==> config.mk <==
export PLATFORM = sky130hd
export DESIGN_NAME = mesa_ascii2byte_flat
export DESIGN_NICKNAME = d
export VERILOG_FILES = /design/src/rtl/mesa_ascii2byte_if.sv /design/src/rtl/mesa_ascii2byte.sv /design/src/flat_wrapper.sv
export SDC_FILE = /design/constraint.sdc
export NUM_CORES = 1
export LEC_CHECK = 0
export CELL_PAD_IN_SITES_DETAIL_PLACEMENT = 2
export CELL_PAD_IN_SITES_GLOBAL_PLACEMENT = 2
export CORE_MARGIN = 4
export CORE_UTILIZATION = 37
export CTS_CLUSTER_SIZE = 30
export DETAILED_ROUTE_END_ITERATION = 8
export GPL_ROUTABILITY_DRIVEN = 0
export PLACE_DENSITY = 0.82
export SYNTH_ARGS = -nofsm -noshare
export SYNTH_HDL_FRONTEND = slang
export SYNTH_SLANG_ARGS = --single-unit
export TNS_END_PERCENT = 20
==> constraint.sdc <==
create_clock -name clk -period 2.2 [get_ports clk]
set_input_delay 0.44 -clock clk [delete_from_list [all_inputs] [get_ports clk]]
set_output_delay 0.44 -clock clk [all_outputs]
set_load 0.005 [all_outputs]
==> src/rtl/mesa_ascii2byte_if.sv <==
// Mesa-Bus ASCII receive interface: character strobe in, byte stream out, error status.
interface mesa_ascii2byte_if #(
  parameter int unsigned FIFO_AW = 2
);
  logic               rx_char_en;
  logic [7:0]         rx_char_d;
  logic               byte_vld;
  logic [7:0]         byte_d;
  logic               byte_last;
  logic               byte_rdy;
  logic [FIFO_AW:0]   fifo_lvl;
  logic               err_char;
  logic               err_ovf;
  logic               clr_err;

  // Producer/consumer side (UART receiver plus packet consumer)
  modport master (
    output rx_char_en, rx_char_d, byte_rdy, clr_err,
    input  byte_vld, byte_d, byte_last, fifo_lvl, err_char, err_ovf
  );

  // Decoder side
  modport slave (
    input  rx_char_en, rx_char_d, byte_rdy, clr_err,
    output byte_vld, byte_d, byte_last, fifo_lvl, err_char, err_ovf
  );
endinterface

==> src/rtl/mesa_ascii2byte.sv <==
// ASCII hex to byte decoder: pairs nibbles into bytes, tags the last byte of each
// line, and buffers {last, byte} in a small FIFO with a valid/ready head.
module mesa_ascii2byte #(
  parameter int unsigned FIFO_AW = 2
) (
  input  logic               clk,
  input  logic               reset,
  mesa_ascii2byte_if.slave   bus
);

  localparam int unsigned DEPTH = 1 << FIFO_AW;
  localparam int unsigned LVL_W = FIFO_AW + 1;

  typedef enum logic { PH_HI = 1'b0, PH_LO = 1'b1 } phase_t;
  typedef enum logic [1:0] { C_HEX, C_EOL, C_SPC, C_ILL } cls_t;

  phase_t             r_phase, w_phase_nxt;
  logic [3:0]         r_hi_nib, w_hi_nib_nxt;
  logic               r_hold_vld, w_hold_vld_nxt;
  logic [7:0]         r_hold_d, w_hold_d_nxt;
  logic               r_push_vld, w_push_vld_nxt;
  logic [8:0]         r_push_d, w_push_d_nxt;
  logic               w_err_set;

  cls_t               w_cls;
  logic [3:0]         w_nib;

  logic [8:0]         r_ram [DEPTH];
  logic [FIFO_AW-1:0] r_wr_ptr, r_rd_ptr, w_rd_ptr_nxt;
  logic [LVL_W-1:0]   r_lvl, w_lvl_nxt;
  logic               r_byte_vld;
  logic [8:0]         r_head, w_head_nxt;
  logic               r_err_char, r_err_ovf;
  logic               w_pop, w_full, w_wr, w_ovf;

  // Character classification and nibble value
  always_comb begin
    w_cls = C_ILL;
    w_nib = 4'h0;
    if (bus.rx_char_d >= 8'h30 && bus.rx_char_d <= 8'h39) begin
      w_cls = C_HEX;
      w_nib = 4'(bus.rx_char_d - 8'h30);
    end else if (bus.rx_char_d >= 8'h41 && bus.rx_char_d <= 8'h46) begin
      w_cls = C_HEX;
      w_nib = 4'(bus.rx_char_d - 8'h37);
    end else if (bus.rx_char_d >= 8'h61 && bus.rx_char_d <= 8'h66) begin
      w_cls = C_HEX;
      w_nib = 4'(bus.rx_char_d - 8'h57);
    end else if (bus.rx_char_d == 8'h0A || bus.rx_char_d == 8'h0D) begin
      w_cls = C_EOL;
    end else if (bus.rx_char_d == 8'h20) begin
      w_cls = C_SPC;
    end
  end

  // Nibble-phase FSM next state, hold register and push request
  always_comb begin
    w_phase_nxt    = r_phase;
    w_hi_nib_nxt   = r_hi_nib;
    w_hold_vld_nxt = r_hold_vld;
    w_hold_d_nxt   = r_hold_d;
    w_push_vld_nxt = 1'b0;
    w_push_d_nxt   = r_push_d;
    w_err_set      = 1'b0;
    if (bus.rx_char_en) begin
      case (w_cls)
        C_HEX: begin
          if (r_phase == PH_HI) begin
            w_hi_nib_nxt = w_nib;
            w_phase_nxt  = PH_LO;
          end else begin
            w_phase_nxt = PH_HI;
            if (r_hold_vld) begin
              w_push_vld_nxt = 1'b1;
              w_push_d_nxt   = {1'b0, r_hold_d};
            end
            w_hold_d_nxt   = {r_hi_nib, w_nib};
            w_hold_vld_nxt = 1'b1;
          end
        end
        C_EOL: begin
          if (r_hold_vld) begin
            w_push_vld_nxt = 1'b1;
            w_push_d_nxt   = {1'b1, r_hold_d};
            w_hold_vld_nxt = 1'b0;
          end
          if (r_phase == PH_LO) begin
            w_err_set   = 1'b1;
            w_phase_nxt = PH_HI;
          end
        end
        C_SPC: begin
          if (r_phase == PH_LO) begin
            w_err_set   = 1'b1;
            w_phase_nxt = PH_HI;
          end
        end
        default: begin
          w_err_set   = 1'b1;
          w_phase_nxt = PH_HI;
        end
      endcase
    end
  end

  // Decoder state registers
  always_ff @(posedge clk or negedge reset) begin
    if (!reset) begin
      r_phase    <= PH_HI;
      r_hi_nib   <= 4'h0;
      r_hold_vld <= 1'b0;
      r_hold_d   <= 8'h00;
      r_push_vld <= 1'b0;
      r_push_d   <= 9'h000;
    end else begin
      r_phase    <= w_phase_nxt;
      r_hi_nib   <= w_hi_nib_nxt;
      r_hold_vld <= w_hold_vld_nxt;
      r_hold_d   <= w_hold_d_nxt;
      r_push_vld <= w_push_vld_nxt;
      r_push_d   <= w_push_d_nxt;
    end
  end

  // FIFO control: write/pop qualification, next level and registered head
  always_comb begin
    w_pop        = r_byte_vld & bus.byte_rdy;
    w_full       = (r_lvl == LVL_W'(DEPTH));
    w_wr         = r_push_vld & (~w_full | w_pop);
    w_ovf        = r_push_vld & w_full & ~w_pop;
    w_rd_ptr_nxt = r_rd_ptr + FIFO_AW'(w_pop);
    w_lvl_nxt    = r_lvl + LVL_W'(w_wr) - LVL_W'(w_pop);
    // A write landing on the next head location is forwarded into the head register
    if (w_wr && (r_wr_ptr == w_rd_ptr_nxt)) begin
      w_head_nxt = r_push_d;
    end else begin
      w_head_nxt = r_ram[w_rd_ptr_nxt];
    end
  end

  // FIFO storage, pointers, level and head registers
  always_ff @(posedge clk or negedge reset) begin
    if (!reset) begin
      for (int i = 0; i < int'(DEPTH); i++) begin
        r_ram[i] <= 9'h000;
      end
      r_wr_ptr   <= '0;
      r_rd_ptr   <= '0;
      r_lvl      <= '0;
      r_byte_vld <= 1'b0;
      r_head     <= 9'h000;
    end else begin
      if (w_wr) begin
        r_ram[r_wr_ptr] <= r_push_d;
        r_wr_ptr        <= r_wr_ptr + FIFO_AW'(1);
      end
      r_rd_ptr   <= w_rd_ptr_nxt;
      r_lvl      <= w_lvl_nxt;
      r_byte_vld <= (w_lvl_nxt != '0);
      r_head     <= w_head_nxt;
    end
  end

  // Sticky error flags; a new error on the clearing edge wins
  always_ff @(posedge clk or negedge reset) begin
    if (!reset) begin
      r_err_char <= 1'b0;
      r_err_ovf  <= 1'b0;
    end else begin
      if (w_err_set)        r_err_char <= 1'b1;
      else if (bus.clr_err) r_err_char <= 1'b0;
      if (w_ovf)            r_err_ovf  <= 1'b1;
      else if (bus.clr_err) r_err_ovf  <= 1'b0;
    end
  end

  assign bus.byte_vld  = r_byte_vld;
  assign bus.byte_d    = r_head[7:0];
  assign bus.byte_last = r_head[8];
  assign bus.fifo_lvl  = r_lvl;
  assign bus.err_char  = r_err_char;
  assign bus.err_ovf   = r_err_ovf;

endmodule

==> src/flat_wrapper.sv <==
// flat-port wrapper written by rule: the top's interface ports become plain ports
module mesa_ascii2byte_flat 
#(
  parameter int unsigned FIFO_AW = 2
)
  (clk, reset, bus_rx_char_en, bus_rx_char_d, bus_byte_rdy, bus_clr_err, bus_byte_vld, bus_byte_d, bus_byte_last, bus_fifo_lvl, bus_err_char, bus_err_ovf);
  mesa_ascii2byte_if #(.FIFO_AW(FIFO_AW)) bus_i ();
  input  logic clk;
  input  logic reset;
  input wire logic [$bits(bus_i.rx_char_en)-1:0] bus_rx_char_en;
  input wire logic [$bits(bus_i.rx_char_d)-1:0] bus_rx_char_d;
  input wire logic [$bits(bus_i.byte_rdy)-1:0] bus_byte_rdy;
  input wire logic [$bits(bus_i.clr_err)-1:0] bus_clr_err;
  output wire logic [$bits(bus_i.byte_vld)-1:0] bus_byte_vld;
  output wire logic [$bits(bus_i.byte_d)-1:0] bus_byte_d;
  output wire logic [$bits(bus_i.byte_last)-1:0] bus_byte_last;
  output wire logic [$bits(bus_i.fifo_lvl)-1:0] bus_fifo_lvl;
  output wire logic [$bits(bus_i.err_char)-1:0] bus_err_char;
  output wire logic [$bits(bus_i.err_ovf)-1:0] bus_err_ovf;
  assign bus_i.rx_char_en = bus_rx_char_en;
  assign bus_i.rx_char_d = bus_rx_char_d;
  assign bus_i.byte_rdy = bus_byte_rdy;
  assign bus_i.clr_err = bus_clr_err;
  assign bus_byte_vld = bus_i.byte_vld;
  assign bus_byte_d = bus_i.byte_d;
  assign bus_byte_last = bus_i.byte_last;
  assign bus_fifo_lvl = bus_i.fifo_lvl;
  assign bus_err_char = bus_i.err_char;
  assign bus_err_ovf = bus_i.err_ovf;
  mesa_ascii2byte #(.FIFO_AW(FIFO_AW)) u_core (.clk(clk), .reset(reset), .bus(bus_i));
endmodule
==> run_results.csv, run 1 <==
group,metric,value,unit
worst_hold_path,hold_path.class,"input pin to async pin",
setup_path,r2r_start,"u_core.bus.byte_vld",
detailed_routing,drt_iter0_drc,67,
final_layout,fin_cells,456,
setup_path,worstSetupStartpointType,"input pin",
floorplan,rows,35,
clock_tree,cts_tree,"yes",
detailed_routing,via_per_inst,5.01,
floorplan,fp.coreArea,0.00933,mm²
setup_path,cp.required,2.44,ns
run_status,violations,"negative setup slack",
sta,rsz0062_at_grt,"true",
clock_tree,clk_path_buf_depth,2,
synthesis,ys_seq_elements,79,
sta,fmax,409,MHz
setup_path,slowest_delay,0.50,ns
clock_tree,clock_latency,0.35,ns
flow_run,max_cap_viol_count,0,
setup_path,cp_cell_sequence,"clkdlybuf4s50_1 > nand2_2 > inv_2 > ha_1 > inv_2 > ha_1 > inv_1 > fa_2 > xnor2_2 > xnor2_1 > or3_1",
detailed_routing,wire_per_inst,20.7,µm
global_routing,grt_max_degree,36,
power,ir_drop,432,µV
setup_path,crit_arrival,2.68,ns
power,finalPower,3.87,mW
final_layout,final_area,0.00464,mm²
setup_path,r2r-end,"u_core.bus.byte_vld",
final_layout,drive_gt1_share,47.7,%
detailed_routing,route.antenna.remaining_nets,0,
synthesis,syn_area,0.00358,mm²
place,port_buffers,27,
global_routing,grt_util_all_layers,16.9,%
synthesis,yosysSeqAreaShare,55.3,%
detailed_routing,vias,2285,
sta,holdWs,0.0219,ns
global_routing,grt_pass1_wl,14600,µm
synthesis,yosysTopAreaCell,"dfrtp_1",
floorplan,initial_core_util,38.4,%
place,dp_cells,438,
global_routing,antenna_found_initial,0,
setup_path,crit_family,"adder cells",
setup_path,critPathBufInv,4,
sta,hold_viol_final,0,
power,leakage,2.20,nW
place,dp_slack,-0.946,ns
run_status,status,"finished, violations left",
setup_path,endpoint_kind,"flip-flop",
setup_path,critPathKind,"input pin to flip-flop",
sta,period_share,111,%
synthesis,synth.area.top_cells,"dfrtp_1 55%, mux2_2 18%, mux4_2 5.7%, ha_1 4.5%, o21ai_0 2.0%",
sta,clock_skew,0.00858,ns
place,place_area,0.00428,mm²
clock_tree,numCtsBuffers,9,
clock_tree,clock-root-buffer,"clkbuf_8",
setup_path,worst-r2r-cell-count,10,
setup_path,crit_slowest_cell,"clkdlybuf4s50_1",
synthesis,avgSynthCellArea,14.1,µm²
clock_tree,clk_pin_slew,0.08,ns
floorplan,fp.dieH,106,µm
sta,slew_headroom,69.8,%
power,cellPowerDensity,834,mW/mm²
final_layout,nNetsFinal,349,
synthesis,ys_warn_count,0,
final_layout,fill_cells,914,
synthesis,netlist_instances,254,
floorplan,fp.dieW,106,µm
detailed_routing,drtPass1Iterations,4,
final_layout,num_antenna_cells,0,
setup_path,cp_max_fo,2,
synthesis,synth_top_area_share,55.3,%
sta,worst_slew_pin_slew,0.453,ns
sta,maxSlewViolCount,0,
final_layout,final_cell_mix,"79 x dfrtp_1, 56 x mux2_2, 29 x buf_4, 19 x clkdlybuf4s50_1, 14 x nand2_1",
place,dp_hpwl,6470,µm
clock_tree,cts-hold-fix-buffers,0,
sta,fin_ws,-0.248,ns
sta,min_period,2.45,ns
final_layout,post-route-util,49.8,%
clock_tree,cts.sinks,79,
floorplan,dieArea,0.0113,mm²
sta,fin_tns_setup,-2.09,ns
sta,setup_viol,15,
synthesis,synthesis.nets,281,
detailed_routing,post-route-drc-count,0,
synthesis,ys_types,40,
detailed_routing,routed_wl,9450,µm
final_layout,final_common_cell,"dfrtp_1",
global_routing,grt-ovfl-total,0,
setup_path,r2r_setup_slack,-0.15,ns
final_layout,syn_to_final_growth,29.8,%
floorplan,io_pins,28,
global_routing,first_global_vias,2778,
clock_tree,h-tree-depth,3,
-- worst max-delay path by stage --
stage | start | endpoint | slack [ns] | depth (start not counted)
6_report | bus_byte_rdy | u_core.bus.byte_vld | -0.25 | 11
5_1_grt | bus_byte_rdy | u_core.bus.byte_vld | -0.29 | 11
4_1_cts | bus_byte_rdy | u_core.bus.byte_vld | -0.21 | 11
3_5_place_dp | bus_rx_char_d[1] | u_core.r_push_d[8] | -0.95 | 11
3_3_place_gp | bus_rx_char_d[1] | u_core.r_push_d[5] | -0.80 | 11
2_1_floorplan | bus_rx_char_d[3] | u_core.r_push_d[2] | -0.35 | 9
-- power by group --
group / switching [mW] / total, mW / internal [mW]
logic: 0.525 / 1.03 / 0.504
registers: 0.0994 / 1.64 / 1.54
clock network: 0.540 / 1.21 / 0.666
-- metal layers --
| layer | GRT usage, % | vias up | wire (µm) |
|---|---|---|---|
| met3 | 2.31 | 8 | 176 |
| met4 | 5.55 | 0 | 123 |
| li1 | - | 1047 | - |
| met2 | 33.8 | 33 | 5410 |
| met1 | 17.8 | 1197 | 3740 |
| met5 | 0 | - | 0 |
-- cell families (layout without fill, tap and decap cells) --
family,Yosys count,after routing,synth area share [%]
buffers and inverters,20,93,2.59
multiplexers,69,69,24.5
XOR/XNOR,6,6,1.47
flip-flops,79,79,55.3
adder cells (fa/ha/maj),14,14,5.11
AND/OR/NAND/NOR,38,38,5.88
AO/OA/AOI/OAI,28,28,5.21
-- state kept, by name, summed over array words and instances (netlist names) --
name / cells
u_core.r_phase: 1
u_core.r_push_vld: 1
u_core.r_head: 9
u_core.r_ram: 36
u_core.r_hold_vld: 1
u_core.bus.byte_vld: 1
u_core.bus.err_char: 1
u_core.r_wr_ptr: 2
u_core.r_hi_nib: 4
u_core.r_hold_d: 8
u_core.r_rd_ptr: 2
u_core.bus.fifo_lvl: 3
u_core.r_push_d: 9
u_core.bus.err_ovf: 1
-- synthesized netlist by cell type, drive strengths merged --
cell type,number
o21a,1
nand4,1
or4b,1
o21bai,1
a31oi,2
nand3,3
o31ai,2
o32ai,1
inv,15
o41ai,2
a22oi,1
or3,2
nand4bb,1
a311oi,1
fa,1
nand2,19
dfrtp,79
o21ai,14
xor2,1
a21oi,3
mux2i,2
nand4b,1
xnor2,5
mux2,58
nand2b,1
buf,3
mux4,9
nor2,5
nor3b,2
and3b,1
clkbuf,2
nor3,1
ha,13
-- cell type report --
cell class              count  area (µm²)  area share [%]
multi-input cells         155        1670            36.0
inverters                  15        56.3            1.21
flip-flops and latches     79        1980            42.6
clock inverters             6        83.8            1.80
repair buffers             62         556            12.0
well taps                 129         161            3.48
clock buffers              10         138            2.96
-- repair_timing --
action                     CTS  global route
hold endpoints to repair     0             0
setup endpoints to repair   35            31
gates resized for setup     41            17
pin swaps                    9             5
buffers inserted             2             1
Note: power is estimated with default switching activity, not from simulation.
==> run 2, diff against run 1 <==
--- a/config.mk
+++ b/config.mk
@@ -5,8 +5,10 @@
 export SDC_FILE = /design/constraint.sdc
 export NUM_CORES = 1
 export LEC_CHECK = 0
+export CAP_MARGIN = 20
 export CELL_PAD_IN_SITES_DETAIL_PLACEMENT = 2
 export CELL_PAD_IN_SITES_GLOBAL_PLACEMENT = 2
+export CORE_ASPECT_RATIO = 1.5
 export CORE_MARGIN = 4
 export CORE_UTILIZATION = 37
 export CTS_CLUSTER_SIZE = 30
==> run 2 against run 1 <==
Sequential share of layout area shrank 0.63 points. First-iteration DRC count shrank 1.5%. The flow still finishes with violations (negative setup slack). Non-clock buffer count grew 2. Critical endpoint is now u_core.r_push_d[1]. Worst hold slack gained 0.47 ns. Largest power group unchanged.
==> run_results.csv, run 2 (synthesis results as in run 1) <==
group,metric,value,unit
run_status,status,"finished, violations left",
run_status,violations,"negative setup slack",
clock_tree,clk_pin_slew,0.06,ns
global_routing,grt_util_all_layers,19.0,%
clock_tree,h-tree-depth,3,
global_routing,grt-ovfl-total,0,
setup_path,cp.required,2.42,ns
sta,holdWs,0.495,ns
floorplan,rows,43,
final_layout,nNetsFinal,351,
sta,hold_viol_final,0,
clock_tree,cts.sinks,79,
floorplan,fp.coreArea,0.00936,mm²
sta,period_share,110,%
place,dp_slack,-0.926,ns
global_routing,grt_pass1_wl,15900,µm
sta,min_period,2.41,ns
clock_tree,cts_tree,"yes",
sta,clock_skew,0.00678,ns
power,leakage,2.27,nW
detailed_routing,vias,2346,
power,finalPower,4.13,mW
clock_tree,numCtsBuffers,9,
final_layout,top_regs,"u_core.r_ram: 36 flops, u_core.r_head: 9 flops, u_core.r_push_d: 9 flops",
setup_path,endpoint_kind,"flip-flop",
final_layout,final_cell_mix,"79 x dfrtp_1, 56 x mux2_2, 29 x buf_4, 19 x clkdlybuf4s50_1, 14 x nand2_1",
sta,fin_ws,-0.215,ns
global_routing,antenna_found_initial,0,
clock_tree,clock_latency,0.34,ns
sta,setup_viol,19,
final_layout,fin_cells,441,
clock_tree,clock-root-buffer,"clkbuf_16",
detailed_routing,post-route-drc-count,0,
sta,slew_headroom,69.7,%
power,ir_drop,439,µV
detailed_routing,drt_iter0_drc,66,
setup_path,crit_arrival,2.64,ns
setup_path,cp_max_fo,9,
final_layout,top_register,"u_core.r_ram",
detailed_routing,route.antenna.remaining_nets,0,
final_layout,num_antenna_cells,0,
global_routing,first_global_vias,2832,
sta,maxSlewViolCount,0,
global_routing,grt_max_degree,42,
final_layout,largest_register_ffs,36,
final_layout,final_common_cell,"dfrtp_1",
floorplan,fp.dieW,88.3,µm
place,dp_cells,420,
floorplan,io_pins,28,
floorplan,dieArea,0.0113,mm²
detailed_routing,drtPass1Iterations,4,
sta,fmax,414,MHz
setup_path,worstSetupStartpointType,"input pin",
setup_path,critPathKind,"input pin to flip-flop",
worst_hold_path,hold_path.class,"flip-flop to flip-flop",
place,dp_hpwl,6360,µm
sta,rsz0062_at_grt,"true",
final_layout,syn_to_final_growth,31.8,%
final_layout,post-route-util,50.4,%
power,cellPowerDensity,876,mW/mm²
detailed_routing,routed_wl,9850,µm
floorplan,fp.dieH,128,µm
floorplan,initial_core_util,38.2,%
flow_run,max_cap_viol_count,0,
sta,worst_slew_pin_slew,0.453,ns
final_layout,drive_gt1_share,45.9,%
clock_tree,clk_path_buf_depth,2,
place,port_buffers,27,
detailed_routing,via_per_inst,5.32,
detailed_routing,wire_per_inst,22.3,µm
run 2: cell type report:
class	instances	area [µm²]
clock buffer	12	256
clock inverter	4	52.6
fill	897	4650
inverter	15	56.3
multi-input combinational	155	1630
sequential	79	1980
tap	112	140
timing repair buffer	64	599
run 2: power breakdown:
part | switching (mW) | total, mW | internal (mW)
clock | 0.593 | 1.54 | 0.945
sequential | 0.0833 | 1.62 | 1.54
combinational | 0.480 | 0.971 | 0.491
run 2: final timing paths:
path | from | endpoint | slack [ns] | depth (start not counted)
setup / recovery | bus_rx_char_d[3] | u_core.r_push_d[1] | -0.21 | 10
hold reg to reg | u_core.r_hi_nib[1] | u_core.r_hi_nib[1] | 0.50 | 2
min in group asynchronous | reset | u_core.r_head[6] | 0.55 | 2
max in group asynchronous | reset | u_core.r_wr_ptr[1] | 1.11 | 3
hold / removal | u_core.r_hi_nib[1] | u_core.r_hi_nib[1] | 0.50 | 2
setup reg to reg | u_core.bus.byte_vld | u_core.bus.byte_vld | 0.01 | 10
run 2: through the flow:
stage               area, µm²  setup TNS (ns)
finish                   4710           -2.61
global route             4710           -3.97
CTS                      4660           -8.78
detailed placement       4290          -24.60
global placement         4290          -19.47
floorplan                3640           -4.52
run 2: critical path, cell delays in order:
cell and delay, ns:
buf_6 0.09, or4b_4 0.55, a311oi_4 0.31, nor2_4 0.11, o41ai_4 0.08, ha_2 0.30, mux2i_4 0.26, nor2_4 0.07
buf_12 0.14, mux2_4 0.29
run 2: routing by layer:
layer	wire length [µm]	vias to the layer above	GRT usage, %
met3	180	16	2.75
li1	-	1053	-
met5	0	-	0
met4	249	0	8.81
met1	3780	1233	21.0
met2	5640	44	34.8
run 2: repair_timing:
action / in CTS / in global routing
gates resized for setup: 12 / 34
cloned: 0 / 0
endpoints found under the setup margin: 26 / 35
hold buffers: 1 / 0
pin swaps: 7 / 8
buffers inserted: 4 / 2
hold endpoints to repair: 12 / 0
